### src/rtl/writeback_arb.sv
`default_nettype none
// +----------------------------------------------------------------------------+
// | Module  : writeback_arb                                                    |
// | Purpose : Merges the in-order pipeline result with NUM_ACH buffered,       |
// |           round-robin arbitrated completion channels onto the regfile      |
// |           write port. Optional macro WB_X0_FILTER_EN drops x0 writes.      |
// | Revision: 1.0 - initial release                                            |
// +----------------------------------------------------------------------------+
module writeback_arb #(
    parameter int XLEN     = 32,
    parameter int NUM_ACH  = 2,
    parameter int FIFO_DEP = 4
) (
    input  logic                    clk_i,
    input  logic                    rst_i,
    input  logic                    stall_i,
    input  logic                    rd_we_i,
    input  logic [4:0]              rd_addr_i,
    input  logic [XLEN-1:0]         rd_data_i,
    input  logic [NUM_ACH-1:0]      ach_valid_i,
    output logic [NUM_ACH-1:0]      ach_ready_o,
    input  logic [5*NUM_ACH-1:0]    ach_rd_addr_i,
    input  logic [XLEN*NUM_ACH-1:0] ach_rd_data_i,
    output logic                    rd_we_o,
    output logic [4:0]              rd_addr_o,
    output logic [XLEN-1:0]         rd_data_o,
    output logic                    busy_o
);

    localparam int AW = $clog2(FIFO_DEP);
    localparam int RW = (NUM_ACH > 1) ? $clog2(NUM_ACH) : 1;
    localparam int EW = 5 + XLEN;

    logic [NUM_ACH-1:0] empty;
    logic [NUM_ACH-1:0] full;
    logic [NUM_ACH-1:0] push;
    logic [NUM_ACH-1:0] pop;
    logic [NUM_ACH-1:0] nonempty_d;
    logic [EW-1:0]      head [NUM_ACH];

    logic               rd_we_q,   rd_we_d;
    logic [4:0]         rd_addr_q, rd_addr_d;
    logic [XLEN-1:0]    rd_data_q, rd_data_d;
    logic               busy_q,    busy_d;
    logic [RW-1:0]      rr_q,      rr_d;

    logic               gnt_valid;
    logic [RW-1:0]      gnt_idx;
    logic [RW-1:0]      rr_nxt;
    logic               sel_v;
    logic [4:0]         sel_a;
    logic [XLEN-1:0]    sel_d;

    genvar k;
    generate
        for (k = 0; k < NUM_ACH; k++) begin : g_ch
            logic [AW:0]   wptr_q, wptr_d;
            logic [AW:0]   rptr_q, rptr_d;
            logic [EW-1:0] mem_q [FIFO_DEP];

            // Full/empty come from registered pointers only: a pop never frees a slot for a same-cycle push.
            assign empty[k]      = (wptr_q == rptr_q);
            assign full[k]       = (wptr_q[AW] != rptr_q[AW]) &&
                                   (wptr_q[AW-1:0] == rptr_q[AW-1:0]);
            assign push[k]       = ach_valid_i[k] & ~full[k];
            assign wptr_d        = wptr_q + {{AW{1'b0}}, push[k]};
            assign rptr_d        = rptr_q + {{AW{1'b0}}, pop[k]};
            assign nonempty_d[k] = (wptr_d != rptr_d);
            assign head[k]       = mem_q[rptr_q[AW-1:0]];

            always_ff @(posedge clk_i or posedge rst_i) begin
                if (rst_i) begin
                    wptr_q <= '0;
                    rptr_q <= '0;
                end else begin
                    wptr_q <= wptr_d;
                    rptr_q <= rptr_d;
                end
            end

            always_ff @(posedge clk_i) begin
                if (push[k]) begin
                    mem_q[wptr_q[AW-1:0]] <= {ach_rd_addr_i[5*k +: 5],
                                              ach_rd_data_i[XLEN*k +: XLEN]};
                end
            end
        end
    endgenerate

    // Scan offsets downward so the nearest non-empty channel at/after rr_q wins.
    always_comb begin
        gnt_valid = 1'b0;
        gnt_idx   = '0;
        for (int o = NUM_ACH - 1; o >= 0; o--) begin
            if (!empty[(int'(rr_q) + o) % NUM_ACH]) begin
                gnt_valid = 1'b1;
                gnt_idx   = RW'((int'(rr_q) + o) % NUM_ACH);
            end
        end
    end

    assign rr_nxt = (gnt_idx == RW'(NUM_ACH - 1)) ? '0 : gnt_idx + 1'b1;

    always_comb begin
        pop = '0;
        if (!stall_i && !rd_we_i && gnt_valid) begin
            pop[gnt_idx] = 1'b1;
        end
    end

    always_comb begin
        rd_we_d   = rd_we_q;
        rd_addr_d = rd_addr_q;
        rd_data_d = rd_data_q;
        rr_d      = rr_q;
        sel_v     = 1'b0;
        sel_a     = '0;
        sel_d     = '0;
        if (!stall_i) begin
            if (rd_we_i) begin
                sel_v = 1'b1;
                sel_a = rd_addr_i;
                sel_d = rd_data_i;
            end else if (gnt_valid) begin
                sel_v          = 1'b1;
                {sel_a, sel_d} = head[gnt_idx];
                rr_d           = rr_nxt;
            end
            rd_we_d = 1'b0;
            if (sel_v) begin
`ifdef WB_X0_FILTER_EN
                if (sel_a != 5'd0) begin
                    rd_we_d   = 1'b1;
                    rd_addr_d = sel_a;
                    rd_data_d = sel_d;
                end
`else
                rd_we_d   = 1'b1;
                rd_addr_d = sel_a;
                rd_data_d = sel_d;
`endif
            end
        end
    end

    assign busy_d = |nonempty_d;

    always_ff @(posedge clk_i or posedge rst_i) begin
        if (rst_i) begin
            rd_we_q   <= 1'b0;
            rd_addr_q <= '0;
            rd_data_q <= '0;
            busy_q    <= 1'b0;
            rr_q      <= '0;
        end else begin
            rd_we_q   <= rd_we_d;
            rd_addr_q <= rd_addr_d;
            rd_data_q <= rd_data_d;
            busy_q    <= busy_d;
            rr_q      <= rr_d;
        end
    end

    assign ach_ready_o = ~full;
    assign rd_we_o     = rd_we_q;
    assign rd_addr_o   = rd_addr_q;
    assign rd_data_o   = rd_data_q;
    assign busy_o      = busy_q;

endmodule
`default_nettype wire

### config.mk
export PLATFORM = sky130hd
export DESIGN_NAME = writeback_arb
export DESIGN_NICKNAME = d
export VERILOG_FILES = /design/src/rtl/writeback_arb.sv
export SDC_FILE = /design/constraint.sdc
export NUM_CORES = 1
export LEC_CHECK = 0
export BUFFER_PORTS_ARGS = -buffer_cell sky130_fd_sc_hd__buf_2
export CAP_MARGIN = 10
export CORE_MARGIN = 5
export CORE_UTILIZATION = 58
export DETAILED_ROUTE_END_ITERATION = 8
export HOLD_SLACK_MARGIN = 0.08
export PLACE_DENSITY_LB_ADDON = 0.1
export SETUP_SLACK_MARGIN = 0.2
export SLEW_MARGIN = 20
export SYNTH_ARGS = -nofsm -noshare
export SYNTH_HDL_FRONTEND = slang
export SYNTH_SLANG_ARGS = --single-unit
### constraint.sdc
create_clock -name clk_i -period 6.05 [get_ports clk_i]
set_input_delay 0.605 -clock clk_i [delete_from_list [all_inputs] [get_ports clk_i]]
set_output_delay 0.605 -clock clk_i [all_outputs]
set_load 0.01 [all_outputs]
==> impl_metrics.yaml <==
logic_synthesis:
  synth.area.mux_share: 0.117
  synth_cells: 738
  async_reset_ff_frac: 0.149
  synthAdderAreaFrac: 0.00700
  synth_top_family_by_area: "compound AO/OA/AOI/OAI gates"
  ys.flop_type: "edfxtp_1"
  synth-xor-area-share: 0.00980
  syn_area_mm2: 0.0143
  yosys_warnings: 0
  synth_compound_area_frac: 0.118
  synth_edf_count: 296
  synth_nets: 863
  seq_area_frac_synth: 0.712
  avgSynthCellArea_um2: 19.4
  ys_top_cells_by_area: "edfxtp_1 (62%), mux4_2 (12%), dfrtp_1 (9.1%)"
  synth_cell_types: 31
  ys_ff_latch: 348
  netlist.top_cell.by_area: "edfxtp_1"
  synth_top_area_frac: 0.621
  yosys.area_share.simple: 0.00831
clock_tree:
  clkTransAtPathRegs_ns: 0.06
  cts_root_buffer: "clkbuf_16"
  cts_resized: 0
  insertion_delay_ns: 0.51
  cts_tree: "yes"
  cts_hold_buf: 0
  htreeDepth: 2
  cts_made_buffers: 37
  cts_setup_buffers: 0
  clock-sinks: 348
  cts_max_path_buffers: 3
setup_path:
  crit_fanout: 41
  r2r_slack_ns: 2.17
  worst-path-buf-inv: 2
  rr_endpoint: "busy_o"
  end_kind: "flop"
  path_cells: "buf_4, xor2_4, or3_1, buf_4, a21oi_1, ha_1, ha_1, xnor2_1, nand4_1, or3_1"
  cp_slowest_cell: "xor2_4"
  critPathArrivalTime_ns: 4.26
  start_kind: "flop"
  crit_family: "XOR/XNOR gates"
  crit_required_ns: 6.44
  r2r-start: "g_ch[0].rptr_q[0]"
  cpPeakStageDelay_ns: 0.86
  path_class: "flop to flop"
  reg2reg_depth: 10
floorplanning:
  io_pins: 158
  die-area_mm2: 0.0279
  initial_core_util: 0.588
  core_area_mm2: 0.0243
  num_rows: 57
  die_h_um: 167
  die_w_um: 167
grt:
  grt_pass1_vias: 8289
  grt_max_degree: 53
  gr-total-overflow: 0
  antenna_found_initial: 2
  track_usage: 0.229
  grt_pass1_wl_mm: 49.4
routing:
  routed_wl_mm: 31.7
  vias_per_cell: 6.53
  drc_errors: 0
  dr.pass1.iters: 5
  wl_per_cell_um: 25.7
  ant_nets: 0
  vias: 8048
  drtIter0Drc: 800
job:
  max_cap_violations: 0
finish:
  nets: 1008
  area_delta_synth_final_pct: 15.7
  final_layout_size_suffix_gt1_frac: 0.355
place:
  hpwl_mm: 20.6
  place.port_buffers: 157
  gp_congestion: 0.856
timing:
  fmax_mhz: 258
  rsz0062_at_grt: "no"
  finalCriticalPeriod_ns: 3.88
  final-max-slew-violation-count: 0
  clock_skew_ns: 0.0104
  setup_viol: 0
  slew_headroom: 0.309
  hold_viol: 0
  worst_pin_slew_ns: 1.04
  setup_tns_ns: 0
  period_share: 0.641
min_path:
  hp-class: "primary input to async pin"
pwr:
  power_w: 0.00909
  power_leakage_nw: 5.66
  power.density_mw_per_mm2: 549
  peakVddDrop_uv: 366
run_status:
  status: "finished clean"
Yosys cell counts, types with 2 or more instances:
cell,instances
xor2_1,12
or3_1,2
inv_1,5
nor2_1,3
mux4_2,74
a21bo_2,2
o221ai_1,37
buf_6,9
ha_1,8
buf_4,2
o31ai_1,2
a221oi_1,37
buf_2,26
buf_1,4
nand2_1,6
and3_1,3
nor3b_1,4
clkbuf_1,30
dfrtp_1,52
nor3_1,2
edfxtp_1,296
o31a_1,74
xnor2_1,4
o2bb2ai_1,37
power by group:
part	internal (W)	switching, W
Combinational	0.00138	0.00210
Clock	0.00123	0.000850
Sequential	0.00328	0.000262
layout make-up:
type	count	area, µm²
well taps	324	405
repair buffers	177	936
fillers	1590	7770
flip-flops and latches	348	10200
clock buffers	49	1020
clock inverters	14	95.1
inverters	6	22.5
multi-input cells	313	3880
diodes	1	2.50
cells by family after synthesis:
logic type	count (synthesis)
DFF	348
xor gates and xnor gates	16
buffers and inverters	77
adders and majority gates	8
and+or+nand+nor	22
AOI/OAI and AO/OA	193
muxes	74
registers in the layout, indices dropped and copies added, names as in the netlist:
signal and count:
g_ch.mem_q 296, rd_data_o 32, rd_addr_o 5, g_ch.wptr_q 6, busy_o 1, rd_we_o 1, rr_q 1, g_ch.rptr_q 6
placed cells by master, fill, tap and decap left out, drive strengths merged:
cell type  instances
xnor2              4
o31ai              3
clkinv            12
and3               3
nor3               2
a21oi              1
or4                1
o221ai            37
buf              177
clkinvlp           1
nor3b              4
a221oi            37
clkbuf            49
or3                2
a21bo              2
edfxtp           296
mux4              74
dfrtp             52
o2bb2ai           37
o21ai              2
o31a              74
ha                 8
xor2              12
nor2               3
inv                6
nand4              1
bufinv             1
diode              1
nand2              6
worst register-to-register path: stages (launching register included):
cell	delay, ns
dfrtp_2	0.34
buf_4	0.60
xor2_4	0.87
or3_1	0.21
buf_4	0.40
a21oi_1	0.17
ha_1	0.21
ha_1	0.31
xnor2_1	0.18
nand4_1	0.10
or3_1	0.37
worst max-delay path by stage:
stage | end | from | cells after the start | slack, ns
6_report | busy_o | g_ch[0].rptr_q[0] | 10 | 2.17
5_1_grt | busy_o | g_ch[0].rptr_q[0] | 10 | 1.86
4_1_cts | busy_o | g_ch[0].rptr_q[0] | 10 | 2.16
3_5_place_dp | busy_o | g_ch[0].rptr_q[0] | 10 | 2.16
3_3_place_gp | busy_o | g_ch[0].rptr_q[0] | 10 | 2.26
2_1_floorplan | g_ch[0].mem_q[2][0] | g_ch[0].wptr_q[1] | 5 | 1.55
metrics by stage:
step	std cells	hold slack, ns	setup slack [ns]	util	instance area (µm²)
2_1_floorplan	738	0.478	1.55	-	14300
3_3_place_gp	1168	0.470	2.26	0.635	15400
3_5_place_dp	1168	0.472	2.16	0.635	15400
4_1_cts	1231	0.290	2.16	0.681	16600
5_1_grt	1232	0.290	1.86	0.681	16600
6_report	1232	0.272	2.17	0.681	16600
layer usage:
metal | GRT usage | part of all wire
met5 | 0 | 0.00041
met4 | 0.0555 | 0.023
met1 | 0.346 | 0.41
met3 | 0.0538 | 0.089
met2 | 0.345 | 0.47
Power figures use the tool's default switching activity.
